[config.mk]
export PLATFORM = sky130hd
export DESIGN_NAME = parity_serializer
export DESIGN_NICKNAME = d
export VERILOG_FILES = /design/src/rtl/parity_types_pkg.sv /design/src/rtl/parity_serializer.sv
export SDC_FILE = /design/constraint.sdc
export NUM_CORES = 1
export LEC_CHECK = 0
export ABC_AREA = 1
export CAP_MARGIN = 40
export CORE_UTILIZATION = 40
export DETAILED_ROUTE_END_ITERATION = 10
export DONT_BUFFER_PORTS = 1
export SYNTH_ARGS = -nofsm -noshare
export SYNTH_HDL_FRONTEND = slang
export SYNTH_SLANG_ARGS = --single-unit
[constraint.sdc]
create_clock -name clk -period 3.4 [get_ports clk]
set_clock_uncertainty 0.1 [all_clocks]
set_input_delay 0.68 -clock clk [delete_from_list [all_inputs] [get_ports clk]]
set_output_delay 0.68 -clock clk [all_outputs]
set_load 0.02 [all_outputs]
[src/rtl/parity_types_pkg.sv]
// Parity mode encodings shared by the parity checker and the parity serializer.
package parity_types_pkg;

    typedef enum logic [2:0] {
        EVEN  = 3'd0,
        ODD   = 3'd1,
        MARK  = 3'd2,
        SPACE = 3'd3,
        NONE  = 3'd4
    } parity_t;

endpackage

[src/rtl/parity_serializer.sv]
// UART-style transmitter: latches a word over valid/ready and shifts out
// start, data (LSB first), optional parity and stop bits on a registered line.
module parity_serializer #(
    parameter int BITWIDTH     = 8,
    parameter int CLKS_PER_BIT = 16,
    parameter int STOP_BITS    = 1
) (
    input  logic                       clk,
    input  logic                       rst,
    input  logic [BITWIDTH-1:0]        dataIn,
    input  parity_types_pkg::parity_t  parityType,
    input  logic                       dataValid,
    output logic                       dataReady,
    output logic                       txOut,
    output logic                       busy
);

    localparam int BAUD_LOG = $clog2(CLKS_PER_BIT);
    localparam int CW       = (BAUD_LOG > 0) ? BAUD_LOG : 1;
    localparam int IDX_LOG  = $clog2(BITWIDTH);
    localparam int IW       = (IDX_LOG > 0) ? IDX_LOG : 1;

    localparam logic [CW-1:0] LAST_BAUD = CW'(CLKS_PER_BIT - 1);
    localparam logic [IW-1:0] LAST_BIT  = IW'(BITWIDTH - 1);
    localparam logic          LAST_STOP = (STOP_BITS == 2);

    typedef enum logic [2:0] {
        S_IDLE,
        S_START,
        S_DATA,
        S_PARITY,
        S_STOP
    } state_t;

    state_t              state, stateNext;
    logic [CW-1:0]       baudCnt, baudNext;
    logic [IW-1:0]       bitIdx, bitNext;
    logic                stopCnt, stopNext;
    logic [BITWIDTH-1:0] shiftReg, shiftNext;
    logic                parityBit, parityBitNext;
    logic                parityEn, parityEnNext;
    logic                txNext;
    logic                baudDone;
    logic                newParity;

    always_comb begin
        unique case (parityType)
            parity_types_pkg::EVEN:  newParity = ^dataIn;
            parity_types_pkg::ODD:   newParity = ~(^dataIn);
            parity_types_pkg::MARK:  newParity = 1'b1;
            default:                 newParity = 1'b0;
        endcase
    end

    always_comb begin
        stateNext     = state;
        baudNext      = baudCnt;
        bitNext       = bitIdx;
        stopNext      = stopCnt;
        shiftNext     = shiftReg;
        parityBitNext = parityBit;
        parityEnNext  = parityEn;
        baudDone      = (baudCnt == LAST_BAUD);

        if (state != S_IDLE) begin
            baudNext = baudDone ? '0 : baudCnt + 1'b1;
        end

        case (state)
            S_IDLE: begin
                if (dataValid) begin
                    stateNext     = S_START;
                    shiftNext     = dataIn;
                    parityBitNext = newParity;
                    parityEnNext  = (parityType != parity_types_pkg::NONE);
                end
            end
            S_START: begin
                if (baudDone) stateNext = S_DATA;
            end
            S_DATA: begin
                if (baudDone) begin
                    shiftNext = shiftReg >> 1;
                    if (bitIdx == LAST_BIT) begin
                        bitNext   = '0;
                        stateNext = parityEn ? S_PARITY : S_STOP;
                    end else begin
                        bitNext = bitIdx + 1'b1;
                    end
                end
            end
            S_PARITY: begin
                if (baudDone) stateNext = S_STOP;
            end
            S_STOP: begin
                if (baudDone) begin
                    if (stopCnt == LAST_STOP) begin
                        stopNext  = 1'b0;
                        stateNext = S_IDLE;
                    end else begin
                        stopNext = 1'b1;
                    end
                end
            end
            default: stateNext = S_IDLE;
        endcase

        // Line level is derived from the next state so txOut can be a plain register.
        case (stateNext)
            S_START:  txNext = 1'b0;
            S_DATA:   txNext = shiftNext[0];
            S_PARITY: txNext = parityBitNext;
            default:  txNext = 1'b1;
        endcase
    end

    always_ff @(posedge clk or posedge rst) begin
        if (rst) begin
            state     <= S_IDLE;
            baudCnt   <= '0;
            bitIdx    <= '0;
            stopCnt   <= 1'b0;
            shiftReg  <= '0;
            parityBit <= 1'b0;
            parityEn  <= 1'b0;
            txOut     <= 1'b1;
        end else begin
            state     <= stateNext;
            baudCnt   <= baudNext;
            bitIdx    <= bitNext;
            stopCnt   <= stopNext;
            shiftReg  <= shiftNext;
            parityBit <= parityBitNext;
            parityEn  <= parityEnNext;
            txOut     <= txNext;
        end
    end

    assign dataReady = (state == S_IDLE);
    assign busy      = (state != S_IDLE);

endmodule

* Word level (Yosys, flattened, before mapping)
Index checks and enable logic that the tools add are counted.
Word-level totals: register bits 22, logic and storage cells 54, input port bits 14
Cells by class: eq/ne operators 14, multiplexer cells 19, reductions and logical operators 9, bitwise logic cells 1, $add $sub $neg 2
Operator list (count):
- $mux 3 | 9
- $mux 8 | 2
- $pmux 8 s2 | 1
- $eq 3x2->1 const B | 5
- $pmux 3 s5 | 1
- $eq 3x1->1 const B | 3
- $reduce_xor 8->1 | 1
- $eq 3x3->1 const B | 2
- $logic_not 3->1 | 2
- $pmux 1 s3 | 2
- $reduce_and 2->1 | 3
- $add 4x1->4 const B | 1
- $eq 4x4->1 const B | 1
- $mux 4 | 1
- $ne 2x2->1 const B | 2
- $add 3x1->3 const B | 1
- $mux 1 | 3
- $ne 3x3->1 const B | 1
- $reduce_and 3->1 | 1
- $reduce_bool 3->1 | 1
- $reduce_bool 2->1 | 1
- $not 1->1 | 1

* Depth between registers and ports, before layout
depth in word-level cells 6, depth in mapped cells 13

* Worst setup path before layout
Ideal clock, no wire load.
kind reg-to-output, from register state[0], to output dataReady, cell stages (with the launch flop) 4, required time 2.620 ns, path slack 1.705 ns, arrival time 0.915 ns, cell sequence dfrtp_1 nor2_4 nand2_4 inv_1
Between the ends: cells in the longest elaborated chain, start to end 1
RTL lines:
- from (decl) | line parity_serializer.sv:35 | state_t state, stateNext;
- from (signal assigned) | line parity_serializer.sv:128 | state <= stateNext;
- $logic_not 3->1 | line parity_serializer.sv:139 | assign dataReady = (state == S_IDLE);
- to (decl) | line parity_serializer.sv:13 | output logic dataReady,
Every way passes these cells.

* Worst setup path after layout
Same ends and word-level chain as after synthesis.

==> results.json <==
{
  "cts_sinks": 21,
  "ctsHoldBuffers": 0,
  "path_clk_slew_ns": 0.12,
  "final_max_slew_viol_count": 0,
  "powerDensity_nw_per_um2": 300,
  "worst-path-max-fanout": 8,
  "slowest_delay_ns": 0.46,
  "grt_first_pass_wirelength_um": 4310,
  "power.switching_uw": 99.5,
  "setup_ws_ns": 1.26,
  "p_clk_share_pct": 28.8,
  "timing.slew.headroom_pct": 47.6,
  "max_freq_ghz": 0.467,
  "finalHoldViolCount": 0,
  "cts.path.max_buffers": 2,
  "min_path_type": "in2async",
  "dieArea_um2": 3470,
  "antenna_found_initial": 0,
  "dp.final_hpwl_um": 1820,
  "setup-tns-final_ns": 0,
  "ys_seq_area_share_pct": 40.7,
  "dp_cells": 213,
  "criticalPathCategory": "reg2out",
  "instances_no_fill": 217,
  "drt_iter0_markers": 45,
  "wirelength_um": 2350,
  "die_w_um": 58.9,
  "rsz0062_at_grt": "no",
  "die_h_um": 58.9,
  "cts_tree": "built",
  "post-place-ws_ns": 1.43,
  "whs_ns": 0.283,
  "numCtsBuffers": 3,
  "gp_congestion": 0.853,
  "critPathArrivalTime_ns": 1.36,
  "vias": 1018,
  "nNetsFinal": 191,
  "fp-row-count": 20,
  "grtUsageTotal_pct": 16.8,
  "grt_pass1_vias": 983,
  "cts_setup_buffers": 0,
  "path_cells": "nor2_4 -> nand2_4 -> inv_1",
  "intPower_uw": 312,
  "grt_overflow": 0,
  "tightest_slew_ns": 0.786,
  "synthDistinctLibCells": 32,
  "drive_gt1_share_pct": 13.3,
  "diodes": 0,
  "synth_seq_cells": 21,
  "fin_crit_sh_pct": 63.0,
  "syn2layout_area_growth_pct": 6.00,
  "r2r-start": "state[0]",
  "io_pins": 17,
  "viasPerCell": 4.69,
  "crit_start": "state[0]",
  "clock_latency_ns": 0.31,
  "yosys_warnings": 0,
  "cts-htree-levels": 1,
  "cap_violations": 0,
  "pwr-share-comb_pct": 8.2,
  "remaining_drc_errors": 0,
  "endpoint_kind": "output port",
  "syn-instance-count": 170,
  "grt_max_degree": 22,
  "period_needed_ns": 2.14,
  "switching_share_pct": 24.2,
  "port_buffers": 0,
  "antenna_left": 0,
  "coreArea_um2": 3050,
  "clockRootBuffer": "clkbuf_4",
  "setup_viol": 0,
  "irDropWorstVdd_v": 0.000258,
  "setup.worst_path.start_class": "flip-flop",
  "seqPwrFrac_pct": 63.1,
  "drt-pass1-iter-count": 4,
  "crit_required_ns": 2.62,
  "syn_nets": 187,
  "p_leak_uw": 0.000763,
  "wl_per_cell_um": 10.8,
  "syn_avg_cell_area_um2": 7.61,
  "initial_utilization_pct": 42.4,
  "status": "finished clean",
  "crit_path_top_delay_cell": "dfrtp_1",
  "netlist_area_um2": 1290,
  "post_cts_resized": 0
}
==> layout make-up <==
| class | count | area [µm²] |
|---|---|---|
| inverter | 32 | 126 |
| tap | 44 | 55.1 |
| sequential | 21 | 527 |
| multi-input combinational | 116 | 636 |
| fill | 324 | 1680 |
| clock buffer | 3 | 22.5 |
| clock inverter | 1 | 5.00 |
==> synthesized netlist by cell type <==
library cell / instances / area share, %
a21oi_1: 2 / 0.77
o21ai_4: 1 / 1.3
o21bai_2: 1 / 0.87
nand2_4: 3 / 2.6
o211ai_2: 1 / 0.97
inv_1: 27 / 7.8
a31oi_1: 1 / 0.48
nor3_1: 2 / 0.77
nand2_1: 61 / 18
inv_2: 2 / 0.58
nand4_1: 1 / 0.48
o21ai_0: 6 / 2.3
nor2_1: 10 / 2.9
clkinv_2: 1 / 0.39
nand3_1: 5 / 1.9
inv_6: 1 / 0.68
a21o_2: 1 / 0.68
buf_2: 1 / 0.39
nor2_4: 1 / 0.87
xnor2_1: 2 / 1.4
dfstp_2: 1 / 2.0
a21oi_2: 1 / 0.68
a22oi_1: 7 / 4.1
ha_1: 3 / 2.9
dfrtp_1: 20 / 39
nor3_2: 2 / 1.5
o21ai_2: 1 / 0.68
nand2_2: 1 / 0.48
xor2_1: 1 / 0.68
clkinv_1: 1 / 0.29
o31ai_1: 1 / 0.58
nor2_8: 1 / 1.5
==> cell families (layout without fill, tap and decap cells) <==
group / count (synthesis) / in the layout / synth area share, %
buffers and inverters: 33 / 36 / 10.2
XOR/XNOR: 3 / 3 / 2.03
AND/OR/NAND/NOR: 87 / 87 / 30.9
AO/OA/AOI/OAI: 23 / 23 / 13.3
flip-flops: 21 / 21 / 40.7
adder cells (fa/ha/maj): 3 / 3 / 2.90
==> power by group through the flow <==
| stage | logic [µW] | registers [µW] | clock network, µW |
|---|---|---|---|
| floorplan | 28.8 | 263 | 0 |
| global placement | 32.6 | 264 | 0 |
| detailed placement | 34.1 | 264 | 0 |
| CTS | 34.3 | 260 | 129 |
| global route | 40.5 | 260 | 142 |
| finish | 33.6 | 260 | 118 |
==> cells in the final DEF, fill, tap and decap left out, types with 2 or more instances in the layout <==
master and instances:
nand2_4 3, xnor2_1 2, dfrtp_1 20, nand3_1 5, inv_1 27, nor3_2 2
nor2_1 10, clkbuf_4 3, a22oi_1 7, clkinv_2 2, ha_1 3, nor3_1 2
inv_2 2, nand2_1 61, a21oi_1 2, o21ai_0 6
==> layer usage <==
layer  up-vias  wire [µm]  global-route usage, %
li1        536          -                      -
met3         4         77                   4.84
met4         0         26                   6.12
met2        13       1120                   26.0
met5         -          0                      0
met1       465       1130                   22.2
==> flip-flops by register name (all words and copies together) (netlist names) <==
signal and count:
txOut 1, shiftReg 8, bitIdx 3, state 3, parityEn 1, parityBit 1, baudCnt 4
==> stage by stage <==
stage / util, % / power, µW / area (µm²)
finish: 44.9 / 412 / 1370
global route: 44.9 / 443 / 1370
CTS: 44.9 / 423 / 1370
detailed placement: 44.0 / 299 / 1340
global placement: 44.0 / 297 / 1340
floorplan: - / 292 / 1290
==> critical path: cells and delay by family (launching register included) <==
family / cells / cell delay [ns]
simple gates: 2 / 0.36
flops: 1 / 0.46
buf+inv: 1 / 0.22
==> worst paths after layout <==
path	endpoint	slack [ns]	depth (start not counted)
worst max-delay path	dataReady	1.26	3
worst min-delay path	baudCnt[3]	0.28	1
worst max register to register	shiftReg[7]	1.40	6
worst min register to register	bitIdx[2]	0.39	2
max in group asynchronous	bitIdx[2]	2.41	1
min in group clk	bitIdx[2]	0.39	2
(Power assumes the default switching activity.)
